<file path="config.mk">
export PLATFORM = sky130hd
export DESIGN_NAME = compass_pwm_gen
export DESIGN_NICKNAME = d
export VERILOG_FILES = /design/src/rtl/compass_pwm_gen.sv
export SDC_FILE = /design/constraint.sdc
export NUM_CORES = 1
export LEC_CHECK = 0
export ABC_AREA = 1
export CAP_MARGIN = 5
export CORE_MARGIN = 10
export CORE_UTILIZATION = 45
export CTS_BUF_LIST = sky130_fd_sc_hd__clkbuf_8
export CTS_CLUSTER_DIAMETER = 100
export DETAILED_ROUTE_END_ITERATION = 16
export GPL_ROUTABILITY_DRIVEN = 0
export HOLD_SLACK_MARGIN = 0.02
export PLACE_DENSITY = 0.8
export SYNTH_ARGS = -nofsm -noshare
export SYNTH_HDL_FRONTEND = slang
export SYNTH_SLANG_ARGS = --single-unit
</file>
<file path="constraint.sdc">
create_clock -name clk_clk -period 6.4 [get_ports clk_clk]
set_input_delay 1.92 -clock clk_clk [delete_from_list [all_inputs] [get_ports clk_clk]]
set_output_delay 1.92 -clock clk_clk [all_outputs]
set_load 0.02 [all_outputs]
</file>
<file path="src/rtl/compass_pwm_gen.sv">
// ---------------------------------------------------------------------------
// compass_pwm_gen
//
// Compass sensor emulator. It drives the heading PWM waveform that the SoC's
// compass capture input expects, so the acquisition path and autopilot
// firmware can run on the board without the physical sensor.
//
// Each frame is a high pulse of (BASE_TICKS + H) ticks followed by LOW_TICKS
// ticks low. H is the heading in degrees (0..359) latched at frame start.
// One tick is PRESCALE clk cycles.
//
// Ports:
//   clk_clk         system clock, rising edge
//   reset_reset     asynchronous active-high reset
//   avs_address     register index (0 CTRL, 1 HEADING, 2 STATUS, 3 reserved)
//   avs_chipselect  slave select
//   avs_write_n     active-low write strobe (qualified by chipselect)
//   avs_read_n      active-low read strobe (qualified by chipselect)
//   avs_writedata   write data
//   avs_readdata    registered read data, latency 1, holds between reads
//   pwm_o           compass PWM output
//   frame_done_o    one-cycle pulse at the end of every frame
//
// Handshake: the Avalon-MM slave has no wait states. A write is accepted on
// every rising edge where chipselect & !write_n. A read is accepted on every
// rising edge where chipselect & !read_n, and avs_readdata carries the
// result from that edge onward until the next accepted read.
//
// Register map:
//   CTRL    bit0 EN, bit1 ONESHOT
//   HEADING bits[8:0], writes above 359 are clamped to 359
//   STATUS  bit0 BUSY, bit1 PHASE (1 = HIGH), bits[31:16] frame count (RO)
// ---------------------------------------------------------------------------
module compass_pwm_gen #(
  parameter int unsigned PRESCALE   = 5000,
  parameter int unsigned BASE_TICKS = 10,
  parameter int unsigned LOW_TICKS  = 650
) (
  input  logic        clk_clk,
  input  logic        reset_reset,
  input  logic [1:0]  avs_address,
  input  logic        avs_chipselect,
  input  logic        avs_write_n,
  input  logic        avs_read_n,
  input  logic [31:0] avs_writedata,
  output logic [31:0] avs_readdata,
  output logic        pwm_o,
  output logic        frame_done_o
);

  localparam int unsigned MAX_HEADING = 359;
  localparam int unsigned MAX_HIGH    = BASE_TICKS + MAX_HEADING;
  localparam int unsigned MAX_TICKS   = (MAX_HIGH > LOW_TICKS) ? MAX_HIGH : LOW_TICKS;
  localparam int unsigned TW          = $clog2(MAX_TICKS + 1);
  localparam int unsigned PW          = (PRESCALE > 1) ? $clog2(PRESCALE) : 1;

  localparam logic [1:0] ST_IDLE = 2'd0;
  localparam logic [1:0] ST_HIGH = 2'd1;
  localparam logic [1:0] ST_LOW  = 2'd2;

  localparam logic [1:0] ADDR_CTRL    = 2'd0;
  localparam logic [1:0] ADDR_HEADING = 2'd1;
  localparam logic [1:0] ADDR_STATUS  = 2'd2;

  // Register state
  logic          en_q,        en_d;
  logic          oneshot_q,   oneshot_d;
  logic [8:0]    heading_q,   heading_d;
  logic [15:0]   frame_cnt_q, frame_cnt_d;
  logic [31:0]   readdata_q,  readdata_d;

  // Frame generator state
  logic [1:0]    state_q,     state_d;
  logic [PW-1:0] presc_q,     presc_d;
  logic [TW-1:0] ticks_q,     ticks_d;
  logic          pwm_q,       pwm_d;
  logic          done_q,      done_d;

  logic          wr_en;
  logic          rd_en;
  logic          tick;
  logic [31:0]   rd_mux;

  assign wr_en = avs_chipselect & ~avs_write_n;
  assign rd_en = avs_chipselect & ~avs_read_n;

  // The prescaler only runs inside a frame, so every frame starts on a
  // fresh tick boundary and the frame length is an exact tick multiple.
  assign tick = (state_q != ST_IDLE) && (presc_q == PW'(PRESCALE - 1));

  always_comb begin
    presc_d = presc_q;
    if (state_q == ST_IDLE) begin
      presc_d = '0;
    end else if (tick) begin
      presc_d = '0;
    end else begin
      presc_d = presc_q + PW'(1);
    end
  end

  // Register writes and the frame FSM share one block: the FSM needs the
  // post-write heading (a write on the latch edge wins) and may clear EN
  // at the end of a one-shot frame.
  always_comb begin
    en_d        = en_q;
    oneshot_d   = oneshot_q;
    heading_d   = heading_q;
    frame_cnt_d = frame_cnt_q;
    state_d     = state_q;
    ticks_d     = ticks_q;
    done_d      = 1'b0;

    if (wr_en && (avs_address == ADDR_CTRL)) begin
      en_d      = avs_writedata[0];
      oneshot_d = avs_writedata[1];
    end
    if (wr_en && (avs_address == ADDR_HEADING)) begin
      if (avs_writedata > 32'(MAX_HEADING)) begin
        heading_d = 9'(MAX_HEADING);
      end else begin
        heading_d = avs_writedata[8:0];
      end
    end

    case (state_q)
      ST_IDLE: begin
        if (en_q) begin
          state_d = ST_HIGH;
          ticks_d = TW'(BASE_TICKS) + TW'(heading_d);
        end
      end

      ST_HIGH: begin
        if (tick) begin
          // Leaving on the tick that would take the count to zero keeps
          // the high phase at exactly count * PRESCALE cycles.
          if (ticks_q <= TW'(1)) begin
            state_d = ST_LOW;
            ticks_d = TW'(LOW_TICKS);
          end else begin
            ticks_d = ticks_q - TW'(1);
          end
        end
      end

      ST_LOW: begin
        if (tick) begin
          if (ticks_q <= TW'(1)) begin
            done_d      = 1'b1;
            frame_cnt_d = frame_cnt_q + 16'd1;
            if (oneshot_q) begin
              en_d    = 1'b0;
              state_d = ST_IDLE;
              ticks_d = '0;
            end else if (en_q) begin
              state_d = ST_HIGH;
              ticks_d = TW'(BASE_TICKS) + TW'(heading_d);
            end else begin
              state_d = ST_IDLE;
              ticks_d = '0;
            end
          end else begin
            ticks_d = ticks_q - TW'(1);
          end
        end
      end

      default: begin
        state_d = ST_IDLE;
        ticks_d = '0;
      end
    endcase
  end

  // pwm_o follows the HIGH state one cycle later, from a flop so the pin
  // is glitch-free.
  assign pwm_d = (state_q == ST_HIGH);

  always_comb begin
    rd_mux = 32'd0;
    case (avs_address)
      ADDR_CTRL:    rd_mux = {30'd0, oneshot_q, en_q};
      ADDR_HEADING: rd_mux = {23'd0, heading_q};
      ADDR_STATUS:  rd_mux = {frame_cnt_q, 14'd0, (state_q == ST_HIGH),
                              (state_q != ST_IDLE)};
      default:      rd_mux = 32'd0;
    endcase
  end

  assign readdata_d = rd_en ? rd_mux : readdata_q;

  always_ff @(posedge clk_clk or posedge reset_reset) begin
    if (reset_reset) begin
      en_q        <= 1'b0;
      oneshot_q   <= 1'b0;
      heading_q   <= 9'd0;
      frame_cnt_q <= 16'd0;
      readdata_q  <= 32'd0;
      state_q     <= ST_IDLE;
      presc_q     <= '0;
      ticks_q     <= '0;
      pwm_q       <= 1'b0;
      done_q      <= 1'b0;
    end else begin
      en_q        <= en_d;
      oneshot_q   <= oneshot_d;
      heading_q   <= heading_d;
      frame_cnt_q <= frame_cnt_d;
      readdata_q  <= readdata_d;
      state_q     <= state_d;
      presc_q     <= presc_d;
      ticks_q     <= ticks_d;
      pwm_q       <= pwm_d;
      done_q      <= done_d;
    end
  end

  assign avs_readdata = readdata_q;
  assign pwm_o        = pwm_q;
  assign frame_done_o = done_q;

endmodule
</file>
==> summary.md <==
| Metric | Value |
|---|---|
| Status | finished clean |
| Sink Count | 79 |
| Die height | 117 microns |
| Synthesis-to-finish area growth | 21.8% |
| Net Sw Power | 520 uW |
| Crit path kind | in -> reg |
| Min cycle time layout | 3.87 ns |
| Setup bufs post-CTS | 0 |
| P_leak | 2.43 nW |
| Max Fanout on Critical Path | 15 |
| Total CTS buffers | 9 |
| Diode count | 0 |
| Chip width | 117 microns |
| Largest net degree at the start of global routing | 43 |
| Hold Crit Class | reg -> reg |
| Worst flop-to-flop path endpoint | ticks_q[0]$_DFFE_PP0P_ |
| GRT Total Usage | 14.0% |
| Worst reg2reg path startpoint | presc_q[0]$_DFF_PP0_ |
| Routed WL per cell | 13.5 microns |
| Ys flop type | dfrtp_1 |
| Max-cap violations | 0 |
| Asr flop ratio synth | 100% |
| Number of global-route vias before repair | 3,549 |
| Hold path start | frame_cnt_q[2]$_DFFE_PP0P_ |
| CP Capture Type | register |
| Mux cell area share after synthesis | 0% |
| Post-CTS Resized | 0 |
| Placement Rows | 35 |
| H-tree depth | 3 |
| P per Cell Area | 271 nW/um^2 |
| CTS root buf | clkbuf_8 |
| Layout cell share with drive strength beyond 1 | 8.49% |
| Worst hold stages | 1 |
| Worst IR drop on VDD | 0.165 mV |
| Total grt overflow | 0 |
| Cell accounting for the most synthesized area | dfrtp_1 |
| Commonest cells in the netlist | nand2_1 (102), dfrtp_1 (79), inv_1 (77) |
| Syn Inst Count | 528 |
| Filler cells | 819 |
| Initial antenna violation count | 0 |
| Adder-cell area share of the yosys netlist | 1.46% |
| Starting DRT DRC Count | 305 |
| Fmax | 259 MHz |
| Residual DRC count | 0 |
| RSZ-0062 raised after global routing | no |
| Post-synthesis xor/xnor area fraction | 4.92% |
| Switching Fraction | 36.9% |
| Count leader, synth | nand2_1 |
| Final Hold Vio Count | 0 |
| Reg clk slew, reported paths | 0.08 ns |
| Slowest stage cell on the critical path | clkdlybuf4s50_1 |
| Clock Path Buffers | 2 |
| CTS tree | built |
| Drt pass-1 iters | 6 |
| Die Area | 13,800 sq um |
| Core area | 9240 sq um |
| Hold Path Sink | frame_cnt_q[2]$_DFFE_PP0P_ |
| Logic gate share of total power | 31.2% |
| Slew Viols, Final | 0 |
| Int Power | 888 uW |
| Distinct cells, synth | 38 |
| Clk network pwr share | 25.4% |
| CTS Hold Bufs | 0 |
| Worst-Skew Late Latency | 0.35 ns |
| Post-DP HPWL | 7690 microns |
| Nets | 640 |
| Compound-cell area share of the yosys netlist | 12.6% |
| Fin crit share | 60.4% |
| Final wirelength | 9870 microns |
| Synthesized flop and latch total | 79 |
| Post-synthesis sequential area ratio | 46.3% |
| CP startpoint kind | input pin |
| Mapped Area | 4270 sq um |
| R2r worst-path depth | 9 |
| Crit path arrival time | 4.14 ns |
| Yosys warnings | 0 |
| Final core utilization | 56.3% |
| Via count | 3,632 |
| PortBufs | 65 |
| Worst-margin pin slew | 0.876 ns |
| Initial cell density of the core | 46.3% |
| I/O Pins | 73 |
| Main combinational cell family by area after synthesis | simple AND/OR/NAND/NOR gates |
| CP Cell Sequence | clkdlybuf4s50_1, inv_2, nor2_4, nand3_4, inv_1, or2_2, nand2_1, inv_1, ha_1, inv_1, nand2_1, nand4_1, o21ai_1, nand2_1, o21ai_1 |
| CP required | 6.67 ns |
| Setup TNS Final | 0 ns |
| Largest cells by area after synthesis | dfrtp_1 (46%), nand2_1 (9.0%), o21ai_0 (7.8%) |
| Max-slew headroom | 41.5% |
| Simple-Gate Fraction of Synth Area | 25.2% |
| First-pass GRT wire length | 16,700 microns |
| Final Skew | 0.0114 ns |
| Crit path largest cell delay | 0.49 ns |
| Flop pwr share | 43.5% |
| Syn Area/Cell | 8.09 sq um |
| Vias/cell | 4.98 |
| Synth top area share | 46.3% |
| Antenna-violating nets left | 0 |
| EDFF count, synth | 0 |
| Setup-failing EPs final | 0 |
| FF-to-FF setup slack | 4.35 ns |
logic make-up (layout without fill, tap and decap cells):
family | Yosys count | after routing
buf+inv | 96 | 163
simple gates | 228 | 228
flops | 79 | 79
xor+xnor | 24 | 24
fa+ha+maj | 5 | 5
other cells | 1 | 7
compound gates | 95 | 95
area by class of cell:
cell class | instances | area, sq um | area share [%]
Timing Repair Buffer | 66 | 658 | 12.6
Sequential cell | 79 | 1980 | 38.0
Clock inverter | 5 | 38.8 | 0.745
Inverter | 81 | 304 | 5.84
Multi-Input combinational cell | 359 | 1920 | 36.8
Tap cell | 129 | 161 | 3.10
Clock buffer | 11 | 151 | 2.91
cells in the final DEF, fill, tap and decap left out, drive strengths merged, types with 3 or more instances in the layout:
cell type,n
nand2,108
inv,83
dfrtp,79
o21ai,72
clkdlybuf4s50,65
nor2,59
nand3,33
xor2,23
a21oi,14
nor3,12
clkbuf,11
nand4,9
conb,7
ha,5
o22ai,4
or2,3
power groups by stage:
stage,clock [mW],combinational (mW),sequential (mW)
6_report,0.357,0.439,0.612
2_1_floorplan,0,0.314,0.618
4_1_cts,0.362,0.436,0.611
3_3_place_gp,0,0.424,0.617
5_1_grt,0.384,0.492,0.620
3_5_place_dp,0,0.434,0.620
metrics by stage:
| step | cell area [sq um] | hold WS (ns) | power (mW) | cells | worst slack (ns) |
|---|---|---|---|---|---|
| final | 5210 | 0.475 | 1.41 | 730 | 2.53 |
| after global routing | 5210 | 0.498 | 1.50 | 730 | 2.30 |
| after CTS | 5210 | 0.479 | 1.41 | 730 | 2.53 |
| after detailed placement | 5020 | 0.464 | 1.05 | 714 | 2.18 |
| after global placement | 5020 | 0.455 | 1.04 | 714 | 2.26 |
| after floorplan | 4300 | 0.442 | 0.931 | 534 | 2.46 |
worst max-delay path by stage:
stage / endpoint / cells past startpoint / start
global route: ticks_q[9]$_DFFE_PP0P_ / 15 / avs_address[0]
detailed placement: ticks_q[7]$_DFFE_PP0P_ / 16 / avs_address[0]
global placement: ticks_q[7]$_DFFE_PP0P_ / 16 / avs_address[0]
CTS: ticks_q[9]$_DFFE_PP0P_ / 15 / avs_address[0]
finish: ticks_q[9]$_DFFE_PP0P_ / 15 / avs_address[0]
floorplan: avs_readdata[0]$_DFFE_PP0P_ / 1 / reset_reset
state kept, by name, summed over array words and instances, names as in the netlist:
| name | cells |
|---|---|
| frame_done_o | 1 |
| presc_q | 13 |
| en_q | 1 |
| frame_cnt_q | 16 |
| heading_q | 9 |
| avs_readdata | 25 |
| ticks_q | 10 |
| oneshot_q | 1 |
| state_q | 2 |
| pwm_o | 1 |
worst max-delay path, delay by kind of cell:
family | cells | cell delay [ns]
AOI/OAI and AO/OA | 2 | 0.24
adders and majority gates | 1 | 0.17
buffers and inverters | 5 | 0.88
and+or+nand+nor | 7 | 0.94
routing by layer:
metal  vias up  wire length (microns)  global-route usage, %
met4         0                    113                   4.25
met3        10                    512                   2.88
met2        97                   4880                   23.6
met1      1710                   4370                   17.5
met5         -                      0                      0
li1       1815                      -                      -
Power figures use the tool's default switching activity.
